[config.mk]
export PLATFORM = sky130hd
export DESIGN_NAME = dds_burst_scheduler
export DESIGN_NICKNAME = d
export VERILOG_FILES = /design/src/rtl/dds_burst_scheduler.sv
export SDC_FILE = /design/constraint.sdc
export NUM_CORES = 1
export LEC_CHECK = 0
export BUFFER_PORTS_ARGS = -buffer_cell sky130_fd_sc_hd__buf_2
export CAP_MARGIN = 40
export CORE_ASPECT_RATIO = 2
export CORE_MARGIN = 1.5
export CORE_UTILIZATION = 48
export CTS_CLUSTER_DIAMETER = 80
export DETAILED_ROUTE_END_ITERATION = 6
export PLACE_DENSITY = 0.77
export REMOVE_ABC_BUFFERS = 1
export SLEW_MARGIN = 20
export SYNTH_ARGS = -nofsm -noshare
export SYNTH_HDL_FRONTEND = slang
export SYNTH_SLANG_ARGS = --single-unit
[constraint.sdc]
create_clock -name clk -period 4.5 [get_ports clk]
set_clock_uncertainty 0.1 [all_clocks]
set_input_delay 0.45 -clock clk [delete_from_list [all_inputs] [get_ports clk]]
set_output_delay 0.45 -clock clk [all_outputs]
set_load 0.005 [all_outputs]
[src/rtl/dds_burst_scheduler.sv]
// dds_burst_scheduler
// Burst sequencer in front of DDS_control: accepts a chaotic state word, derives
// the frequency word, snapshots the burst configuration, pulses the DDS restart,
// times the burst (hold-timed or truncation-driven with a watchdog) and enforces
// a guard gap before the next word can be accepted.
module dds_burst_scheduler #(
   parameter int PHASE_WIDTH      = 32,
   parameter int PERIOD_NUM_WIDTH = 3,
   parameter int HOLD_WIDTH       = 16,
   parameter int GAP_WIDTH        = 12,
   parameter int TIMEOUT_WIDTH    = 20
) (
   input  logic                        clk,
   input  logic                        rst_n,
   input  logic                        enable,
   input  logic                        abort,
   input  logic [PHASE_WIDTH-1:0]      chaos_state,
   input  logic                        chaos_valid,
   output logic                        chaos_ready,
   input  logic [PHASE_WIDTH-1:0]      frq_base,
   input  logic [4:0]                  frq_shift,
   input  logic                        trunc_mode,
   input  logic [PERIOD_NUM_WIDTH-1:0] period_num_cfg,
   input  logic [PHASE_WIDTH-1:0]      phase_init_cfg,
   input  logic [PHASE_WIDTH-1:0]      phase_end_cfg,
   input  logic [HOLD_WIDTH-1:0]       hold_cycles,
   input  logic [GAP_WIDTH-1:0]        gap_cycles,
   input  logic                        wave_out_valid,
   output logic                        dds_restart,
   output logic [PHASE_WIDTH-1:0]      frq_word,
   output logic                        dds_mod,
   output logic [PERIOD_NUM_WIDTH-1:0] period_num,
   output logic [PHASE_WIDTH-1:0]      phase_init,
   output logic [PHASE_WIDTH-1:0]      phase_end,
   output logic                        busy,
   output logic                        burst_done,
   output logic [15:0]                 burst_cnt,
   output logic                        timeout_err
);

   // One shared cycle counter serves ARM, RUN (hold or watchdog) and GAP; it is
   // cleared on every state entry, so it only needs the widest of the three.
   localparam int CNT_HG = (HOLD_WIDTH > GAP_WIDTH) ? HOLD_WIDTH : GAP_WIDTH;
   localparam int CNT_W  = (CNT_HG > TIMEOUT_WIDTH) ? CNT_HG : TIMEOUT_WIDTH;

   // Watchdog expires on the RUN cycle whose completion makes the count 2^TW-1.
   localparam logic [CNT_W-1:0] WD_LAST = CNT_W'((64'd1 << TIMEOUT_WIDTH) - 64'd2);

   typedef enum logic [2:0] {
      S_IDLE,
      S_LOAD,
      S_ARM,
      S_RUN,
      S_GAP
   } state_t;

   state_t                      r_state;
   state_t                      w_state_nxt;

   logic [CNT_W-1:0]            r_cnt;
   logic [HOLD_WIDTH-1:0]       r_hold;
   logic [GAP_WIDTH-1:0]        r_gap;

   logic                        r_dds_restart;
   logic [PHASE_WIDTH-1:0]      r_frq_word;
   logic                        r_dds_mod;
   logic [PERIOD_NUM_WIDTH-1:0] r_period_num;
   logic [PHASE_WIDTH-1:0]      r_phase_init;
   logic [PHASE_WIDTH-1:0]      r_phase_end;
   logic                        r_burst_done;
   logic [15:0]                 r_burst_cnt;
   logic                        r_timeout_err;

   logic                        w_accept;
   logic                        w_run_ok;
   logic                        w_run_tmo;
   logic [CNT_W-1:0]            w_hold_last;
   logic [CNT_W-1:0]            w_gap_last;
   logic [PHASE_WIDTH-1:0]      w_frq_calc;

   assign chaos_ready = (r_state == S_IDLE) & enable & ~abort;
   assign w_accept    = chaos_valid & chaos_ready;
   assign busy        = (r_state != S_IDLE);

   // hold_cycles=0 behaves as a single RUN cycle
   assign w_hold_last = (r_hold == '0) ? '0 : (CNT_W'(r_hold) - CNT_W'(1));
   // only consulted when the snapshot gap is non-zero
   assign w_gap_last  = CNT_W'(r_gap) - CNT_W'(1);

   assign w_frq_calc  = frq_base + (chaos_state >> frq_shift);

   assign dds_restart = r_dds_restart;
   assign frq_word    = r_frq_word;
   assign dds_mod     = r_dds_mod;
   assign period_num  = r_period_num;
   assign phase_init  = r_phase_init;
   assign phase_end   = r_phase_end;
   assign burst_done  = r_burst_done;
   assign burst_cnt   = r_burst_cnt;
   assign timeout_err = r_timeout_err;

   // State register
   always_ff @(posedge clk) begin
      if (!rst_n) begin
         r_state <= S_IDLE;
      end else begin
         r_state <= w_state_nxt;
      end
   end

   // Next-state decode and burst exit qualification
   always_comb begin
      w_state_nxt = r_state;
      w_run_ok    = 1'b0;
      w_run_tmo   = 1'b0;
      case (r_state)
         S_IDLE: begin
            if (w_accept) begin
               w_state_nxt = S_LOAD;
            end
         end
         S_LOAD: begin
            w_state_nxt = abort ? S_IDLE : S_ARM;
         end
         S_ARM: begin
            // wave_out_valid is not looked at here: DDS_control re-asserts it late
            if (abort) begin
               w_state_nxt = S_IDLE;
            end else if (r_cnt == CNT_W'(1)) begin
               w_state_nxt = S_RUN;
            end
         end
         S_RUN: begin
            if (abort) begin
               w_state_nxt = S_IDLE;
            end else begin
               if (r_dds_mod) begin
                  if (!wave_out_valid) begin
                     w_run_ok = 1'b1;
                  end else if (r_cnt == WD_LAST) begin
                     w_run_tmo = 1'b1;
                  end
               end else if (r_cnt == w_hold_last) begin
                  w_run_ok = 1'b1;
               end
               if (w_run_ok || w_run_tmo) begin
                  w_state_nxt = (r_gap == '0) ? S_IDLE : S_GAP;
               end
            end
         end
         S_GAP: begin
            if (abort || (r_cnt == w_gap_last)) begin
               w_state_nxt = S_IDLE;
            end
         end
         default: begin
            w_state_nxt = S_IDLE;
         end
      endcase
   end

   // Per-state cycle counter, cleared whenever a state is entered
   always_ff @(posedge clk) begin
      if (!rst_n) begin
         r_cnt <= '0;
      end else if ((w_state_nxt != r_state) || (r_state == S_IDLE)) begin
         r_cnt <= '0;
      end else begin
         r_cnt <= r_cnt + CNT_W'(1);
      end
   end

   // Configuration snapshot and restart pulse on word acceptance
   always_ff @(posedge clk) begin
      if (!rst_n) begin
         r_dds_restart <= 1'b0;
         r_frq_word    <= '0;
         r_dds_mod     <= 1'b0;
         r_period_num  <= '0;
         r_phase_init  <= '0;
         r_phase_end   <= '0;
         r_hold        <= '0;
         r_gap         <= '0;
      end else begin
         r_dds_restart <= w_accept;
         if (w_accept) begin
            r_frq_word   <= w_frq_calc;
            r_dds_mod    <= trunc_mode;
            r_period_num <= period_num_cfg;
            r_phase_init <= phase_init_cfg;
            r_phase_end  <= phase_end_cfg;
            r_hold       <= hold_cycles;
            r_gap        <= gap_cycles;
         end
      end
   end

   // Completion pulse, completed-burst count and sticky watchdog flag
   always_ff @(posedge clk) begin
      if (!rst_n) begin
         r_burst_done  <= 1'b0;
         r_burst_cnt   <= '0;
         r_timeout_err <= 1'b0;
      end else begin
         r_burst_done <= w_run_ok;
         if (w_run_ok) begin
            r_burst_cnt <= r_burst_cnt + 16'd1;
         end
         if (w_run_tmo) begin
            r_timeout_err <= 1'b1;
         end
      end
   end

endmodule

==> results_dict.tcl, run 1 <==
set metrics [dict create \
    ys_seq_area_frac 0.318 \
    hold_path_startpoint "period_num_cfg[1]" \
    n_fill_cell 2105 \
    post_dp_cell_area_um2 12700 \
    cts_hold_buf 0 \
    netlist_area_um2 10700 \
    cts-root-buf "clkbuf_16" \
    p_per_area_nw_per_um2 302 \
    clk_latency_ps 450 \
    htree_levels 4 \
    start_util 0.487 \
    final_cell_mix "305 x nand2_1, 291 x buf_2, 170 x a21oi_1, 170 x dfxtp_1, 80 x nor2_1" \
    worstPathRequired_ps 4770 \
    finalCritPeriodShare 0.925 \
    status "complete, no violations" \
    drv_cap 0 \
    ys_ff_latch 170 \
    fin_crit_ps 4160 \
    use_met1 0.271 \
    synth_area_leader_cell "dfxtp_1" \
    clock_path_buffers 2 \
    hold_violations 0 \
    vdd_drop_max_uv 330 \
    route.detailed.drc 0 \
    met3_usage 0.0453 \
    cp_cell_sequence "buf_2 > buf_12 > mux4_2 > nand2_1 > nand2_1 > o21ai_0 > mux2i_1 > ha_1 > inv_1 > fa_1 > nor2b_1 > o2111ai_1 > and3_1 > o211a_1 > nor2_1 > a211oi_1 > buf_4 > nor2_1 > o41a_1 > o21ai_0" \
    place_ws_ps -48.0 \
    cts_tree "done" \
    crit_type "input port to flip-flop" \
    worst_setup_path_end_kind "flip-flop" \
    leakagePower_nw 5.80 \
    worst_slack_ps 338 \
    synthDistinctLibCells 67 \
    syn_inst 1397 \
    portBuffers 291 \
    r2r_setup_slack_ps 600 \
    post_drt_wl_per_cell_um 17.2 \
    grtUsageTotal 0.294 \
    die_y_um 214 \
    yosys-top-cells-area "dfxtp_1 32%, nand2_1 11%, a21oi_1 8.0%, ha_1 4.6%, mux4_2 3.8%" \
    cp.arrival_ps 4430 \
    post_cts_buffers 0 \
    critical_path_buf_inv_count 4 \
    grt_max_degree 75 \
    crit_family "compound AO/OA/AOI/OAI gates" \
    core_um2 22000 \
    worst_pin_slew_ps 774 \
    finalWirelength_um 34100 \
    fmax_mhz 240 \
    rsz0062_at_grt "no" \
    clk_pin_slew_ps 70 \
    cpPeakStageDelay_ps 540 \
    rows 77 \
    drtIter0Drc 594 \
    final_common_cell "nand2_1" \
    area_growth_pct 24.4 \
    min_path_type "input port to flip-flop" \
    vias 11300 \
    dp_hpwl_um 26600 \
    fin_nets 1897 \
    rr_worst_depth 12 \
    cts-resized-gates 0 \
    yosys_warnings 0 \
    fin_util 0.606 \
    synth_async_sr_flop_share 0 \
    ios 292 \
    crit_cells 20 \
    cts_sinks 170 \
    drive_above_1_share 0.263 \
    antenna_left 0 \
    grt_pass1_vias 11000 \
    numCtsBuffers 17 \
    grt_pass1_wl_um 53300 \
    power_mw 4.01 \
    avgViaCountPerCell 5.70 \
    final_area_um2 13300 \
    first_pass_iters 6 \
    top_usage_layer "met2" \
    setup_viol 0 \
    synth-edff-count 0 \
    grtUsageMet2 0.560 \
    worst_r2r_startpoint "r_hold[0]" \
    critical_path.startpoint_type "input port" \
    critPathSlowestCell "mux4_2" \
    hold_depth 3 \
    min_to "period_num[1]" \
    reg2reg_to "burst_cnt[6]" \
    syn_avg_cell_area_um2 7.66 \
    die_w_um 109 \
    ys.flop_type "dfxtp_1" \
    gp_congestion 1.03 \
    holdWs_ps 131 \
    yosysTopAreaCellShare 0.318 \
    antenna_found_initial 1 \
    drv_slew 0 \
    crit_fanout 17 \
    grt_remaining_overflow 0 \
    dieArea_um2 23200 \
    worst_slew_margin_rel 0.484 \
]
==> worst max-delay path by stage <==
stage	from	to	slack (ps)
floorplan	abort	r_cnt[10]	-1080
global placement	frq_shift[0]	frq_word[24]	90
detailed placement	frq_shift[0]	frq_word[30]	-50
CTS	frq_shift[0]	frq_word[30]	400
global route	frq_shift[1]	frq_word[28]	40
finish	frq_shift[0]	frq_word[30]	340
==> cell usage after synthesis (all sizes together), types with 3 or more instances <==
| cell type | instances |
|---|---|
| nand2 | 306 |
| a21oi | 170 |
| dfxtp | 170 |
| clkbuf | 85 |
| nor2 | 80 |
| o21ai | 55 |
| nor3 | 43 |
| xnor2 | 42 |
| ha | 39 |
| xor2 | 35 |
| mux2i | 33 |
| inv | 28 |
| nand3 | 27 |
| a211oi | 26 |
| a21o | 18 |
| mux4 | 18 |
| nor4 | 15 |
| nor2b | 14 |
| or3 | 14 |
| buf | 12 |
| nand4 | 12 |
| a31oi | 10 |
| and3 | 10 |
| nand2b | 10 |
| or4 | 10 |
| mux2 | 9 |
| o22ai | 9 |
| a2111oi | 8 |
| o211ai | 8 |
| and2 | 7 |
| nand3b | 7 |
| o21a | 7 |
| and4 | 6 |
| nor3b | 5 |
| nand4b | 4 |
| nor4b | 4 |
| o2111ai | 4 |
| o31ai | 4 |
| a21boi | 3 |
| a32oi | 3 |
| o21bai | 3 |
| or2 | 3 |
==> sequential cells by signal (all words and copies together), names as in the netlist <==
| signal | count |
|---|---|
| timeout_err | 1 |
| burst_cnt | 16 |
| phase_end | 32 |
| frq_word | 32 |
| phase_init | 32 |
| dds_restart | 1 |
| period_num | 3 |
| r_gap | 12 |
| r_hold | 16 |
| r_cnt | 20 |
| r_state | 3 |
| dds_mod | 1 |
| burst_done | 1 |
==> cell type report <==
cell class	count	area, um2	share of cell area
sequential	170	3400	0.256
timing repair buffer	367	2080	0.156
clock inverter	13	108	0.00809
inverter	28	108	0.00809
clock buffer	19	453	0.0341
tap	276	345	0.0260
multi-input combinational	1102	6810	0.512
antenna	1	2.50	0.000188
==> through the flow <==
step,TNS [ps],cells
4_1_cts,0,1975
6_report,0,1976
3_5_place_dp,-104,1943
3_3_place_gp,0,1943
5_1_grt,0,1976
2_1_floorplan,-23440,1300
==> metal layers <==
layer	vias to the layer above	wire length, um
met2	344	19100
met4	0	2410
li1	5511	-
met1	5280	11300
met3	127	1250
met5	-	0
==> cells by family after synthesis <==
| kind of cell | after synthesis | synth area share |
|---|---|---|
| muxes | 60 | 0.0783 |
| adders and majority gates | 40 | 0.0475 |
| AOI/OAI and AO/OA | 345 | 0.197 |
| xor gates and xnor gates | 78 | 0.0652 |
| buffers and inverters | 125 | 0.0464 |
| and+or+nand+nor | 579 | 0.247 |
| DFF | 170 | 0.318 |
==> tightest hold or removal path: stages <==
cell and delay (ps):
buf_2 90, nand2_1 40, a21oi_1 50
==> power by group <==
group / switching (mW) / total [mW] / internal (mW)
registers: 0.0344 / 1.58 / 1.55
clock network: 0.663 / 1.41 / 0.749
logic: 0.553 / 1.02 / 0.464
total: 1.25 / 4.01 / 2.76
Power figures use the tool's default switching activity.
==> run 2: changes to the inputs <==
--- a/config.mk
+++ b/config.mk
@@ -9,10 +9,10 @@
 export CAP_MARGIN = 40
 export CORE_ASPECT_RATIO = 2
 export CORE_MARGIN = 1.5
-export CORE_UTILIZATION = 48
+export CORE_UTILIZATION = 54
 export CTS_CLUSTER_DIAMETER = 80
 export DETAILED_ROUTE_END_ITERATION = 6
-export PLACE_DENSITY = 0.77
+export PLACE_DENSITY = 0.82
 export REMOVE_ABC_BUFFERS = 1
 export SLEW_MARGIN = 20
 export SYNTH_ARGS = -nofsm -noshare
==> constraint.sdc (replaced) <==
create_clock -name clk -period 4.2 [get_ports clk]
set_clock_uncertainty 0.1 [all_clocks]
set_input_delay 0.21 -clock clk [delete_from_list [all_inputs] [get_ports clk]]
set_output_delay 0.21 -clock clk [all_outputs]
set_load 0.005 [all_outputs]
==> run 2 against run 1 <==
Compared with the run above: critical path depth decreased by 7; largest cell class unchanged; sequential power increased by 8%; clock-buffer cell count decreased by 2; flip-flop and latch count unchanged; register-to-register slack got worse by 240 ps; final area increased by 6.8%; sequential share of layout area decreased by 1.6 points; hold slack got worse by 77 ps; clock power increased by 9.9%; wire length increased by 6.4%; highest routed layer unchanged; die area decreased by 11%.
==> results_dict.tcl, run 2 (synthesized netlist as in run 1, its figures left out) <==
set metrics [dict create \
    htree_levels 4 \
    numCtsBuffers 17 \
    grt_pass1_vias 11700 \
    rows 72 \
    drive_above_1_share 0.244 \
    antenna_found_initial 1 \
    p_per_area_nw_per_um2 310 \
    ios 292 \
    die_y_um 202 \
    pwr-share-comb 0.263 \
    dieArea_um2 20700 \
    final_area_um2 14200 \
    clk_pin_slew_ps 60 \
    reg2reg_to "r_cnt[2]" \
    area_growth_pct 32.8 \
    route.detailed.drc 0 \
    post_drt_wl_per_cell_um 17.7 \
    critical_path.startpoint_type "flip-flop" \
    leakagePower_nw 6.16 \
    drv_cap 0 \
    clock_path_buffers 2 \
    r2r_setup_slack_ps 360 \
    intPower_mw 3.08 \
    final_cell_mix "305 x nand2_1, 291 x buf_2, 170 x a21oi_1, 170 x dfxtp_1, 96 x dlygate4sd3_1" \
    hold_depth 3 \
    portBuffers 291 \
    grt_remaining_overflow 0 \
    drtIter0Drc 486 \
    gp_congestion 1.00 \
    rsz0062_at_grt "no" \
    worstPathRequired_ps 4420 \
    worst_slew_margin_rel 0.500 \
    post_cts_buffers 0 \
    clockPowerShare 0.352 \
    die_w_um 103 \
    worst_r2r_startpoint "r_hold[1]" \
    dp_hpwl_um 25700 \
    clk_latency_ps 450 \
    avgViaCountPerCell 5.83 \
    power_switching_mw 1.33 \
    worst_pin_slew_ps 751 \
    antenna_left 0 \
    core_um2 19400 \
    fin_crit_ps 3840 \
    final_common_cell "nand2_1" \
    grt_max_degree 91 \
    crit_type "flip-flop to flip-flop" \
    cp.arrival_ps 4060 \
    hold_violations 0 \
    place_ws_ps -122 \
    grtUsageTotal 0.352 \
    finalCritPeriodShare 0.915 \
    start_util 0.552 \
    fin_nets 1983 \
    cts_sinks 170 \
    post_dp_cell_area_um2 12700 \
    vias 11900 \
    min_path_type "input port to flip-flop" \
    status "complete, no violations" \
    worst_slack_ps 357 \
    finalWirelength_um 36300 \
    grt_pass1_wl_um 56500 \
    rr_worst_depth 13 \
    p_seq_frac 0.385 \
    crit_fanout 19 \
    min_to "r_state[1]" \
    fmax_mhz 260 \
    worst_setup_path_end_kind "flip-flop" \
    hold_path_startpoint "abort" \
    cts-root-buf "clkbuf_16" \
    vdd_drop_max_uv 252 \
    drv_slew 0 \
    swShare 0.302 \
    first_pass_iters 7 \
    cts_tree "done" \
    setup_viol 0 \
]
## run 2: changes by cell type in the layout (fill, tap and decap cells not counted)
cell,change
clkinv_4,-1
clkinvlp_4,+1
dlygate4sd3_1,+96
clkbuf_8,-2
bufinv_16,+2
buf_12,+2
a211oi_2,+1
inv_8,-2
a211oi_1,-1
buf_4,-12
## run 2: final cells by class
cell class,count,area (um2)
Multi-Input combinational cell,1102,6810
Timing Repair Buffer,453,2990
Inverter,28,108
Antenna cell,1,2.50
Sequential cell,170,3400
Tap cell,259,324
Fill cell,1465,5160
Clock buffer,17,425
Clock inverter,13,144
## run 2: layer usage
metal  track usage  wire (um)
met1         0.328      12100
met2         0.654      19600
met3        0.0615       1630
met4         0.255       2870
met5             0          0
## run 2: worst max-delay path by stage
stage / slack [ps] / end / from / depth (start not counted)
after detailed placement: -120 / frq_word[30] / frq_shift[0] / 19
after floorplan: -1240 / r_cnt[10] / r_state[2] / 7
after CTS: 340 / frq_word[30] / frq_shift[0] / 19
after global placement: -40 / frq_word[30] / frq_shift[0] / 19
after global routing: 60 / frq_word[29] / frq_shift[1] / 21
final: 360 / r_cnt[2] / r_hold[1] / 13
## run 2: power groups by stage
stage	Clock, mW	Combinational, mW	Sequential (mW)
after floorplan	0	0.625	1.73
after global placement	0	1.04	1.73
after detailed placement	0	1.05	1.73
after CTS	1.58	1.13	1.69
after global routing	1.63	1.26	1.70
final	1.55	1.16	1.70
## run 2: stage by stage
| step | hold slack (ps) | cells | total power, mW | TNS [ps] | util |
|---|---|---|---|---|---|
| after detailed placement | 343 | 1916 | 2.78 | -257 | 0.654 |
| after floorplan | 228 | 1300 | 2.36 | -35860 | - |
| after global placement | 337 | 1915 | 2.77 | -35.3 | 0.653 |
| after CTS | 31.6 | 2042 | 4.40 | 0 | 0.733 |
| after global routing | 81.0 | 2042 | 4.59 | 0 | 0.733 |
| final | 54.7 | 2043 | 4.41 | 0 | 0.733 |
## run 2: repair_timing
item | in CTS | in global routing
endpoints found under the setup margin | 0 | 2
resized for setup | 0 | 1
hold endpoints to repair | 96 | 0
hold buffers | 96 | 0
## run 2: worst max-delay path, cell delays in order (launching register included)
cell and delay, ps:
dfxtp_1 360, inv_1 90, ha_1 290, or3b_2 560, or4_4 470, a31oi_1 180
o2111ai_1 130, nor4b_1 340, nand4_1 150, buf_4 230, and2_4 230, a21oi_1 220
buf_4 280, nor3_1 90
